[config.mk]
export PLATFORM = sky130hd
export DESIGN_NAME = key_expand_seq
export DESIGN_NICKNAME = d
export VERILOG_FILES = /design/src/rtl/aes_key_pkg.sv /design/src/rtl/sub_word.sv /design/src/rtl/key_expand_seq.sv
export SDC_FILE = /design/constraint.sdc
export NUM_CORES = 1
export LEC_CHECK = 0
export CAP_MARGIN = 25
export CORE_MARGIN = 2
export CORE_UTILIZATION = 29
export DETAILED_ROUTE_END_ITERATION = 8
export MAX_ROUTING_LAYER = met4
export PLACE_DENSITY_LB_ADDON = 0.25
export SYNTH_ARGS = -nofsm -noshare
export SYNTH_HDL_FRONTEND = slang
export SYNTH_HIERARCHICAL = 1
export SYNTH_SLANG_ARGS = --single-unit
[constraint.sdc]
create_clock -name clk -period 5.2 [get_ports clk]
set_input_delay 1.56 -clock clk [delete_from_list [all_inputs] [get_ports clk]]
set_output_delay 1.56 -clock clk [all_outputs]
set_load 0.02 [all_outputs]
[src/rtl/aes_key_pkg.sv]
// Shared types and constants for the sequential AES-style key expander.
// Latency: n/a (types, constants and a pure combinational lookup only).
// Backpressure: n/a.
// Contents: state_t (IDLE/EXPAND), MAX_NR, rcon() round-constant lookup.
package aes_key_pkg;

    localparam int MAX_NR = 10;

    typedef enum logic {
        S_IDLE   = 1'b0,
        S_EXPAND = 1'b1
    } state_t;

    // Round constant for round index 0..MAX_NR-1; any other index yields zero,
    // which keeps the rcon term inert while the expander sits idle.
    function automatic logic [7:0] rcon(input logic [3:0] idx);
        logic [7:0] v;
        v = 8'h00;
        case (idx)
            4'd0: v = 8'h01;
            4'd1: v = 8'h02;
            4'd2: v = 8'h04;
            4'd3: v = 8'h08;
            4'd4: v = 8'h10;
            4'd5: v = 8'h20;
            4'd6: v = 8'h40;
            4'd7: v = 8'h80;
            4'd8: v = 8'h1b;
            4'd9: v = 8'h36;
            default: v = 8'h00;
        endcase
        return v;
    endfunction

endpackage

[src/rtl/sub_word.sv]
// Byte-wise AES S-box substitution across a W-bit word.
// Latency: purely combinational (0 cycles).
// Backpressure: none; output follows input.
// Ports: i_dat (W bits in), o_dat (W bits out, each byte replaced by S(byte)).
module sub_word #(
    parameter int W = 16
) (
    input  logic [W-1:0] i_dat,
    output logic [W-1:0] o_dat
);

    // S-box flattened with entry 0 in the top byte; entry b lives at
    // bit offset (255-b)*8, and 255-b is simply ~b for an 8-bit index.
    localparam logic [2047:0] SBOX_FLAT = {
        128'h637c777bf26b6fc53001672bfed7ab76,
        128'hca82c97dfa5947f0add4a2af9ca472c0,
        128'hb7fd9326363ff7cc34a5e5f171d83115,
        128'h04c723c31896059a071280e2eb27b275,
        128'h09832c1a1b6e5aa0523bd6b329e32f84,
        128'h53d100ed20fcb15b6acbbe394a4c58cf,
        128'hd0efaafb434d338545f9027f503c9fa8,
        128'h51a3408f929d38f5bcb6da2110fff3d2,
        128'hcd0c13ec5f974417c4a77e3d645d1973,
        128'h60814fdc222a908846eeb814de5e0bdb,
        128'he0323a0a4906245cc2d3ac629195e479,
        128'he7c8376d8dd54ea96c56f4ea657aae08,
        128'hba78252e1ca6b4c6e8dd741f4bbd8b8a,
        128'h703eb5664803f60e613557b986c11d9e,
        128'he1f8981169d98e949b1e87e9ce5528df,
        128'h8ca1890dbfe6426841992d0fb054bb16
    };

    function automatic logic [7:0] sbox(input logic [7:0] b);
        return SBOX_FLAT[{~b, 3'b000} +: 8];
    endfunction

    for (genvar g = 0; g < W / 8; g++) begin : g_byte
        assign o_dat[8*g +: 8] = sbox(i_dat[8*g +: 8]);
    end

endmodule

[src/rtl/key_expand_seq.sv]
// Sequential key-schedule expander: one round key per cycle into an (NR+1)-entry buffer.
// Latency: NR cycles in EXPAND after start is accepted; rd_data is 1 cycle after rd_idx.
// Backpressure: start is only taken while ready=1; start during EXPAND is ignored.
// Ports: clk, rst (sync, active-high); start/key_in request; ready/busy/done/keys_valid
//        status; rd_idx -> rd_data registered read port (write-first, zero beyond NR).
module key_expand_seq
    import aes_key_pkg::*;
#(
    parameter int KEY_W = 16,
    parameter int NR    = 10,
    parameter int IDX_W = $clog2(NR + 1)
) (
    input  logic             clk,
    input  logic             rst,
    input  logic             start,
    input  logic [KEY_W-1:0] key_in,
    output logic             ready,
    output logic             busy,
    output logic             done,
    output logic             keys_valid,
    input  logic [IDX_W-1:0] rd_idx,
    output logic [KEY_W-1:0] rd_data
);

    localparam logic [IDX_W-1:0] LAST_IDX = IDX_W'(NR);

    state_t           r_state;
    logic [IDX_W-1:0] r_round;
    logic [KEY_W-1:0] r_work;
    logic [KEY_W-1:0] r_buf [NR+1];
    logic             r_ready;
    logic             r_busy;
    logic             r_done;
    logic             r_keys_valid;
    logic [KEY_W-1:0] r_rd_data;

    logic [KEY_W-1:0] w_sub;
    logic [3:0]       w_rcon_idx;
    logic [KEY_W-1:0] w_rcon_word;
    logic [KEY_W-1:0] w_next_key;
    logic             w_accept;
    logic             w_wr_en;
    logic [IDX_W-1:0] w_wr_idx;
    logic [KEY_W-1:0] w_wr_dat;

    // The round function only ever looks at the working register, never the buffer.
    sub_word #(.W(KEY_W)) u_sub_word (
        .i_dat (r_work),
        .o_dat (w_sub)
    );

    // Round r uses rcon(r-1); in IDLE r=0 wraps to 15, which rcon maps to zero.
    assign w_rcon_idx  = 4'(r_round) - 4'd1;
    assign w_rcon_word = {rcon(w_rcon_idx), {(KEY_W-8){1'b0}}};
    assign w_next_key  = r_work ^ w_sub ^ w_rcon_word;

    // One shared write port: entry 0 on accept, entry r on each EXPAND cycle.
    assign w_accept = (r_state == S_IDLE) && start;
    assign w_wr_en  = !rst && (w_accept || (r_state == S_EXPAND));
    assign w_wr_idx = (r_state == S_IDLE) ? '0 : r_round;
    assign w_wr_dat = (r_state == S_IDLE) ? key_in : w_next_key;

    // Control FSM with registered status outputs.
    always_ff @(posedge clk) begin
        if (rst) begin
            r_state      <= S_IDLE;
            r_round      <= '0;
            r_ready      <= 1'b1;
            r_busy       <= 1'b0;
            r_done       <= 1'b0;
            r_keys_valid <= 1'b0;
        end else begin
            r_done <= 1'b0;
            case (r_state)
                S_IDLE: begin
                    if (start) begin
                        r_work       <= key_in;
                        r_round      <= IDX_W'(1);
                        r_keys_valid <= 1'b0;
                        r_state      <= S_EXPAND;
                        r_ready      <= 1'b0;
                        r_busy       <= 1'b1;
                    end
                end
                S_EXPAND: begin
                    r_work <= w_next_key;
                    if (r_round == LAST_IDX) begin
                        // Ready rises together with done so a back-to-back start is taken.
                        r_round      <= '0;
                        r_done       <= 1'b1;
                        r_keys_valid <= 1'b1;
                        r_state      <= S_IDLE;
                        r_ready      <= 1'b1;
                        r_busy       <= 1'b0;
                    end else begin
                        r_round <= r_round + IDX_W'(1);
                    end
                end
                default: begin
                    r_state <= S_IDLE;
                    r_ready <= 1'b1;
                    r_busy  <= 1'b0;
                end
            endcase
        end
    end

    // Round-key storage deliberately has no reset.
    always_ff @(posedge clk) begin
        if (w_wr_en) begin
            r_buf[w_wr_idx] <= w_wr_dat;
        end
    end

    // Registered read port: out-of-range reads give zero, a same-cycle
    // write to the addressed entry is forwarded.
    always_ff @(posedge clk) begin
        if (rst) begin
            r_rd_data <= '0;
        end else if (rd_idx > LAST_IDX) begin
            r_rd_data <= '0;
        end else if (w_wr_en && (w_wr_idx == rd_idx)) begin
            r_rd_data <= w_wr_dat;
        end else begin
            r_rd_data <= r_buf[rd_idx];
        end
    end

    assign ready      = r_ready;
    assign busy       = r_busy;
    assign done       = r_done;
    assign keys_valid = r_keys_valid;
    assign rd_data    = r_rd_data;

endmodule

### Yosys cells after proc, flatten, opt, wreduce, memory -nomap -nowiden

Memory sizes are Yosys's and may differ from the RTL's. A register that Yosys moved wholly into a read port is not among the register bits.
Index checks and enable logic that the tools add are counted.

* flip-flop bits (word level): 25
* output and inout bits: 20
* memory bits (writable): 176
* input port bits: 23
* word-level logic and storage cells: 50
* ROM bits: 128
* memories kept: 2

* order comparisons: 1
* equal/unequal tests: 3
* bitwise logic cells: 6
* add/subtract/negate cells: 2
* reduce and logical (&&, ||, !) cells: 8
* muxes and demuxes: 19
* shift-type cells: 2

Memory list
* r_buf: words 11, width 16, rd ports 1, clocked after Yosys merged registers in 1, write ports 1, line key_expand_seq.sv:30 `logic [KEY_W-1:0] r_buf [NR+1];`
* (name not given): words 16, width 8, rd ports 1, clocked after Yosys merged registers in 0, write ports 0, line aes_key_pkg.sv:19 `case (idx)`

Operators by type and width (count)
* 2048-bit by 12-bit indexed part select with 8-bit output, first input constant: 2
* 16-bit two-way mux: 2
* 16-bit case mux with 2 select lines: 1
* 16-bit XOR: 2
* 8-bit NOT: 2
* 4-bit two-way mux: 3
* 1-bit two-way mux: 9
* 4-bit case mux with 2 select lines: 1
* 1-bit case mux with 2 select lines: 3
* 4-bit by 1-bit adder with 4-bit output, second input constant: 1
* 4-bit == test, second input constant: 1
* 4-bit > comparator, second input constant: 1
* 2-bit AND reduction: 2
* 2-bit OR reduction: 2
* 4-bit by 1-bit subtractor with 4-bit output, second input constant: 1
* 1-bit logical AND: 2
* 2-bit by 1-bit inequality test with 1-bit output, second input constant: 1
* 2-bit inequality test, second input constant: 1
* 1-bit NOT: 2
* 1-bit logical NOT: 1
* 1-bit logical OR: 1

### Longest topological paths before layout

Gate-level depths: netlist of run 1.

* word-level depth: 6
* gate-level depth with buffers: 16
* mapped depth without buffers: 13

### Hierarchy

The synthesis of run 1 kept the hierarchy.

By module, submodules not included
* key_expand_seq: area each 8939.8 µm², instances 1, seq. area each 6266.0 µm², cells an instance 582
* sub_word: area each 6792.8 µm², instances 1, seq. area each 0.0 µm², cells an instance 1088

### Least setup slack after synthesis of run 1

Ideal clock, no wire load.

* path kind: register -> register
* start point: register r_work[8]
* end point: memory r_buf[0][13], data pin
* period minus slack after synthesis: 3.811 ns
* stages on the path, launching flop included: 13
* path slack: 1.389 ns
* data arrival time: 3.492 ns
* buffers on the path: 2
* setup time: 0.319 ns
* required time: 4.881 ns
* cell sequence: edfxtp_1 buf_2 inv_1 buf_2 ha_1 nand2b_1 a41oi_1 a221oi_1 or4_1 and3_1 xor2_1 and3_1 o31ai_1

* cells in the longest elaborated chain, start to end: 5

RTL lines
* start, declared: line key_expand_seq.sv:29 `logic [KEY_W-1:0] r_work;`
* start signal, assigned: line key_expand_seq.sv:77 `r_work <= key_in;`
* start signal, assigned: line key_expand_seq.sv:86 `r_work <= w_next_key;`
* 8-bit NOT: line sub_word.sv:34 `return SBOX_FLAT[{~b, 3'b000} +: 8];`
* 2048-bit by 12-bit indexed part select with 8-bit output: line sub_word.sv:34
* via w_sub[13]: line key_expand_seq.sv:37 `logic [KEY_W-1:0] w_sub;`
* 16-bit XOR (2 in series): line key_expand_seq.sv:55 `assign w_next_key = r_work ^ w_sub ^ w_rcon_word;`
* 16-bit two-way mux: line key_expand_seq.sv:61 `assign w_wr_dat = (r_state == S_IDLE) ? key_in : w_next_key;`
* via w_wr_dat[13]: line key_expand_seq.sv:44 `logic [KEY_W-1:0] w_wr_dat;`
* end, declared: line key_expand_seq.sv:30

The timed path passes the listed nets, and every way through them passes these cells.

### Final worst setup path of run 1

* start point: register r_work[8]
* end point: memory r_buf[2][14], data pin

The elaborated chain is that of the path after synthesis.

==> run metrics, run 1 <==
Worst Hold Class=flip-flop to flip-flop; share of layout cells above drive strength 1=0.126; Peak VDD IR=0.000173 V; Post-DRT Antenna Nets=0; clk_lat worst skew=500 ps; crit path max-delay cell type=nor2b_1; Critical Path RT=5440 ps; input/output buffers=42; post-cts gate resize count=0; total grt overflow=0; crit-path max FO=12; Die ar.=56100 µm²; largest net degree at the start of global routing=143; status=finished, final reports clean; CP Launch Type=flip-flop; Main synth FF type=edfxtp_1; Root Driver=clkbuf_16; Synth Net Count=1728; core area=53700 µm²; Final Instance Count excl. Fillers=2353; gp weighted congestion=1.00; row count=85; Placed Instances=2314; area leader, netlist=edfxtp_1; Synth cell types=91; WL/cell=26.1 µm; drt drc=0; worst-case clock buffer depth=3; CTS clock-pin slew for the worst setup and hold paths=70 ps; most frequent cells in the layout=edfxtp_1 (192), a21oi_1 (149), nand2_1 (145); max cap viols=0; WP data arrival=4430 ps; fill cell count=5542; initial core utilization=0.293; Hold Buf Count CTS=0; Syn Inst Count=1670; CP cell instances=inv_1, ha_1, buf_4, nor2b_1, o21ai_0, a221oi_1, o41ai_1, a32oi_1, xor2_1, xnor2_1, nand2_1, nand2_1; area share of the largest cell type after synthesis=0.366; DRT iter0 DRCs=2155; Post-synth EDFFs=192; Setup CP Type=flip-flop to flip-flop; Ports=43; height of the chip=237 µm; HPWL Detailed=42.2 mm; top cells by area, synth=edfxtp_1 (37%), mux4_2 (6.2%), a21oi_1 (4.8%); vias in the first global route=13.8k; Max Slew Vio Count=0; # diodes=0; leading cell type in the layout, fill and taps excluded=edfxtp_1; Fmax=0.238 GHz; CTS tree=yes; Clock Power Share=0.269; sequential share of the synthesized area=0.398; Synth Warn #=6; setup slack after layout=1010 ps; Syn Std Cell Area=15700 µm²; Combinational Power Share=0.334; H-tree Lvls=1; switching part of the total power=0.353; Pwr per Cell Area=295 nW/µm²; internal power=0.00332 W; Async SR Flop Fraction=0; Clock Sinks=217; RSZ-0062 raised after global routing=false; Max stage delay on crit path=590 ps; sequential power share=0.397; Layout area overhead=10.9%; drt total wl=61.3 mm; final setup fails=0; Slew @ Worst Pin=989 ps; Setup Buffers After CTS=0; first-pass GRT wire length=91.2 mm; fin nets=1701; Worst Skew=18.0 ps; All-Layer GR Usage=0.217; Syn Area/Cell=9.42 µm²; Lkg Pwr=5.78 nW; Post-DP Area=16800 µm²; Crit. End Element=flip-flop; Net Sw Power=0.00182 W; register bit total from synthesis=217; initial antenna violation count=0; dpl ws=838 ps; Worst path most repeated cell=nand2_1; die width=237 µm; TritonCTS Buffers=20; DRT Pass-1 Iters=5; via count=14.6k; Period minus WS final=4190 ps; Sum Neg Setup Slack=0 ps; Vias per Instance=6.20; Finished Cell Area=17400 µm²; final worst path period share=0.806; utilization after layout=0.325; slew margin rel.=0.341; final hold violation count=0
[routing by layer]
| metal | part of all wire | global-route usage |
|---|---|---|
| met4 | 0.048 | 0.0873 |
| met1 | 0.43 | 0.302 |
| met5 | 0 | - |
| met2 | 0.43 | 0.316 |
| met3 | 0.088 | 0.0323 |
[worst max-delay path: cells and delay by family, from the launching register on]
kind	cells	cell delay, ps
simple gates	3	1090
xor+xnor	2	430
compound gates	4	1140
flops	1	390
fa+ha+maj	1	310
buf+inv	2	550
[metrics by stage]
stage                     hold slack (ps)  total power [W]
after global placement                545          0.00377
after CTS                             561          0.00511
after floorplan                       554          0.00317
after detailed placement              550          0.00373
after global routing                  601          0.00534
final                                 572          0.00514
[power by group through the flow]
stage                     Combinational [W]  Sequential (W)  Clock, W
after global routing                0.00181         0.00204   0.00149
after floorplan                     0.00110         0.00207         0
final                               0.00172         0.00204   0.00138
after CTS                           0.00166         0.00204   0.00141
after detailed placement            0.00165         0.00208         0
after global placement              0.00169         0.00208         0
[layout make-up]
type | instances | area [µm²] | share of cell area
Tap cell | 696 | 871 | 0.0499
Clock buffer | 28 | 562 | 0.0322
Inverter | 31 | 116 | 0.00667
Multi-Input combinational cell | 1248 | 8490 | 0.487
Clock inverter | 8 | 37.5 | 0.00215
Timing Repair Buffer | 125 | 1100 | 0.0630
Sequential cell | 217 | 6270 | 0.359
[synth_stat cells, types with 10 or more instances]
cell type and count:
edfxtp_1 192, ha_1 35, a221oi_1 11, xnor2_1 27, buf_4 19, and3_1 12
nor4_1 11, nor2_1 111, nand2b_1 42, buf_1 11, o211ai_1 24, nand3_1 60
mux4_2 43, o31ai_1 14, a2111oi_0 11, nand2_1 145, o22ai_1 17, nor2b_1 32
a311oi_1 22, and2_1 13, o311ai_0 16, a211oi_1 30, o221ai_1 13, a31oi_1 36
dfxtp_1 25, inv_1 29, or2_2 10, nor3_1 42, buf_2 79, clkbuf_1 57
mux2i_1 27, o21ai_0 118, a21oi_1 150, a211o_1 11
[registers in the layout, indices dropped and copies added (netlist names)]
| name | cells |
|---|---|
| ready | 1 |
| busy | 1 |
| r_work | 16 |
| r_state | 1 |
| keys_valid | 1 |
| r_round | 4 |
| done | 1 |
| r_buf | 176 |
| rd_data | 16 |
[worst paths after layout]
kind / from / end / cells past startpoint / slack, ps
worst max-delay path: r_work[8]$_DFFE_PP_ / r_buf[2][14]$_DFFE_PP_ / 12 / 1010
worst min register to register: keys_valid$_SDFFE_PP0P_ / keys_valid$_SDFFE_PP0P_ / 2 / 570
worst min-delay path: keys_valid$_SDFFE_PP0P_ / keys_valid$_SDFFE_PP0P_ / 2 / 570
worst max register to register: r_work[8]$_DFFE_PP_ / r_buf[2][14]$_DFFE_PP_ / 12 / 1010
[kinds of logic (layout without fill, tap and decap cells)]
family                   after synthesis  count (layout)  synth area share
buffers and inverters                205             192            0.0640
AO/OA/AOI/OAI                        568             568             0.236
adder cells (fa/ha/maj)               35              35            0.0278
AND/OR/NAND/NOR                      534             534             0.171
flip-flops                           217             217             0.398
XOR/XNOR                              34              34            0.0189
multiplexers                          77              77            0.0837
Power figures use the tool's default switching activity.
==> run 2, diff against run 1 <==
Clock period 5.2 ns to 3.5 ns, I/O delays scaled along.
==> run 2 against run 1 <==
  * Clock power is 61% higher
  * Cell count is 9.6% higher
  * Setup slack worse by 990 ps
  * Fmax is 20% higher
==> run metrics, run 2 (synthesized netlist as in run 1, its figures left out) <==
final hold violation count=0; worst-case clock buffer depth=3; final setup fails=0; Worst Skew=10.8 ps; final worst path period share=0.996; status=finished, final reports clean; total grt overflow=0; Sum Neg Setup Slack=0 ps; RSZ-0062 raised after global routing=true; Crit. End Element=flip-flop; hold_ws=532 ps; Die ar.=56100 µm²; largest net degree at the start of global routing=78; hold wc startpoint=busy$_SDFFE_PP0P_; WP data arrival=3700 ps; initial antenna violation count=1; first-pass GRT wire length=101 mm; height of the chip=237 µm; # diodes=0; die width=237 µm; Peak VDD IR=0.000284 V; CTS clock-pin slew for the worst setup and hold paths=70 ps; All-Layer GR Usage=0.246; Worst setup startpoint=r_work[8]$_DFFE_PP_; initial core utilization=0.293; CP Launch Type=flip-flop; drt total wl=69.2 mm; share of layout cells above drive strength 1=0.271; Clock Sinks=217; HPWL Detailed=49.3 mm; R2R Path Start=r_work[8]$_DFFE_PP_; via count=15.6k; Ports=43; Pwr per Cell Area=428 nW/µm²; Root Driver=clkbuf_16; crit-path max FO=14; Period minus WS final=3490 ps; Layout area overhead=26.2%; Max Slew Vio Count=0; core area=53700 µm²; Critical Path RT=3710 ps; Pwr Total=0.00849 W; register with the most flip-flops=r_buf; fin nets=1928; DRT iter0 DRCs=2174; Lkg Pwr=7.07 nW; DRT Pass-1 Iters=5; WL/cell=26.8 µm; most frequent cells in the layout=buf_4 (278), edfxtp_1 (192), a21oi_1 (144); gp weighted congestion=1.01; Max stage delay on crit path=420 ps; clk_lat worst skew=500 ps; Hold Buf Count CTS=0; Fmax=0.287 GHz; max FFs per register=176; CP cell instances=buf_6, buf_4, nand2b_4, buf_4, nand2_1, o211ai_1, o211ai_1, o311ai_2, and4_4, xnor2_4, nor2b_1, a22o_1, a311oi_4, clkinvlp_4; Worst Hold Class=flip-flop to flip-flop; TritonCTS Buffers=20; CTS tree=yes; max cap viols=0; vias in the first global route=14.8k; H-tree Lvls=1; input/output buffers=42; crit path max-delay cell type=edfxtp_1; slew margin rel.=0.447; Slew @ Worst Pin=829 ps; Vias per Instance=6.07; drt drc=0; leading cell type in the layout, fill and taps excluded=buf_4; Post-DRT Antenna Nets=0; Setup CP Type=flip-flop to flip-flop; row count=85
run 2: cell count changes in the layout (fill, tap and decap cells not counted), moves of 6 or more:
| cell | change |
|---|---|
| ha_1 | -9 |
| buf_12 | +19 |
| o311ai_0 | -7 |
| buf_4 | +202 |
| o21ai_1 | +6 |
| nor2b_1 | -7 |
| o21ai_0 | -7 |
run 2: final timing paths:
check	to	slack [ps]	depth (start not counted)
max	r_buf[4][9]$_DFFE_PP_	10	14
max reg2reg	r_buf[4][9]$_DFFE_PP_	10	14
min reg2reg	busy$_SDFFE_PP0P_	530	2
min	busy$_SDFFE_PP0P_	530	2
run 2: timing repair:
| item | CTS | global route |
|---|---|---|
| setup buffers | 2 | 14 |
| gates resized for setup | 17 | 102 |
| gates cloned | 0 | 3 |
| setup endpoints to repair | 78 | 131 |
| pin swaps | 0 | 15 |
run 2: final cells by class:
type	count	area, µm²
clock inverter	7	81.3
sequential	217	6270
timing repair buffer	350	3030
inverter	31	119
tap	696	871
fill	5376	33900
timing repair inverter	2	15.0
multi-input combinational	1248	8890
clock buffer	29	576
run 2: through the flow:
stage	util	setup slack (ps)	instance area [µm²]	cells
after CTS	0.361	7.58	19400	2563
after detailed placement	0.347	-283	18600	2525
after global placement	0.347	-218	18600	2525
after global routing	0.370	-58.4	19900	2580
final	0.370	13.5	19900	2580
after floorplan	-	-40.3	15800	1670
run 2: critical path: cells and delay by family, from the launching register on:
kind / cells / cell delay, ps
compound gates: 5 / 1040
buf+inv: 4 / 830
xor+xnor: 1 / 80
simple gates: 4 / 810
flops: 1 / 420
run 2: per-layer routing:
layer  GRT usage  up-vias  share of wire
met1       0.340     7778           0.44
met4      0.0980        0          0.051
li1            -     6795              -
met5           -        -              0
met3      0.0255      208          0.071
met2       0.370      868           0.44
run 2: power by group:
part / internal, W / total [W] / switching (W)
Clock: 0.00129 / 0.00222 / 0.000929
Sequential: 0.00296 / 0.00300 / 0.0000406
Combinational: 0.00130 / 0.00327 / 0.00197
Total: 0.00556 / 0.00849 / 0.00294
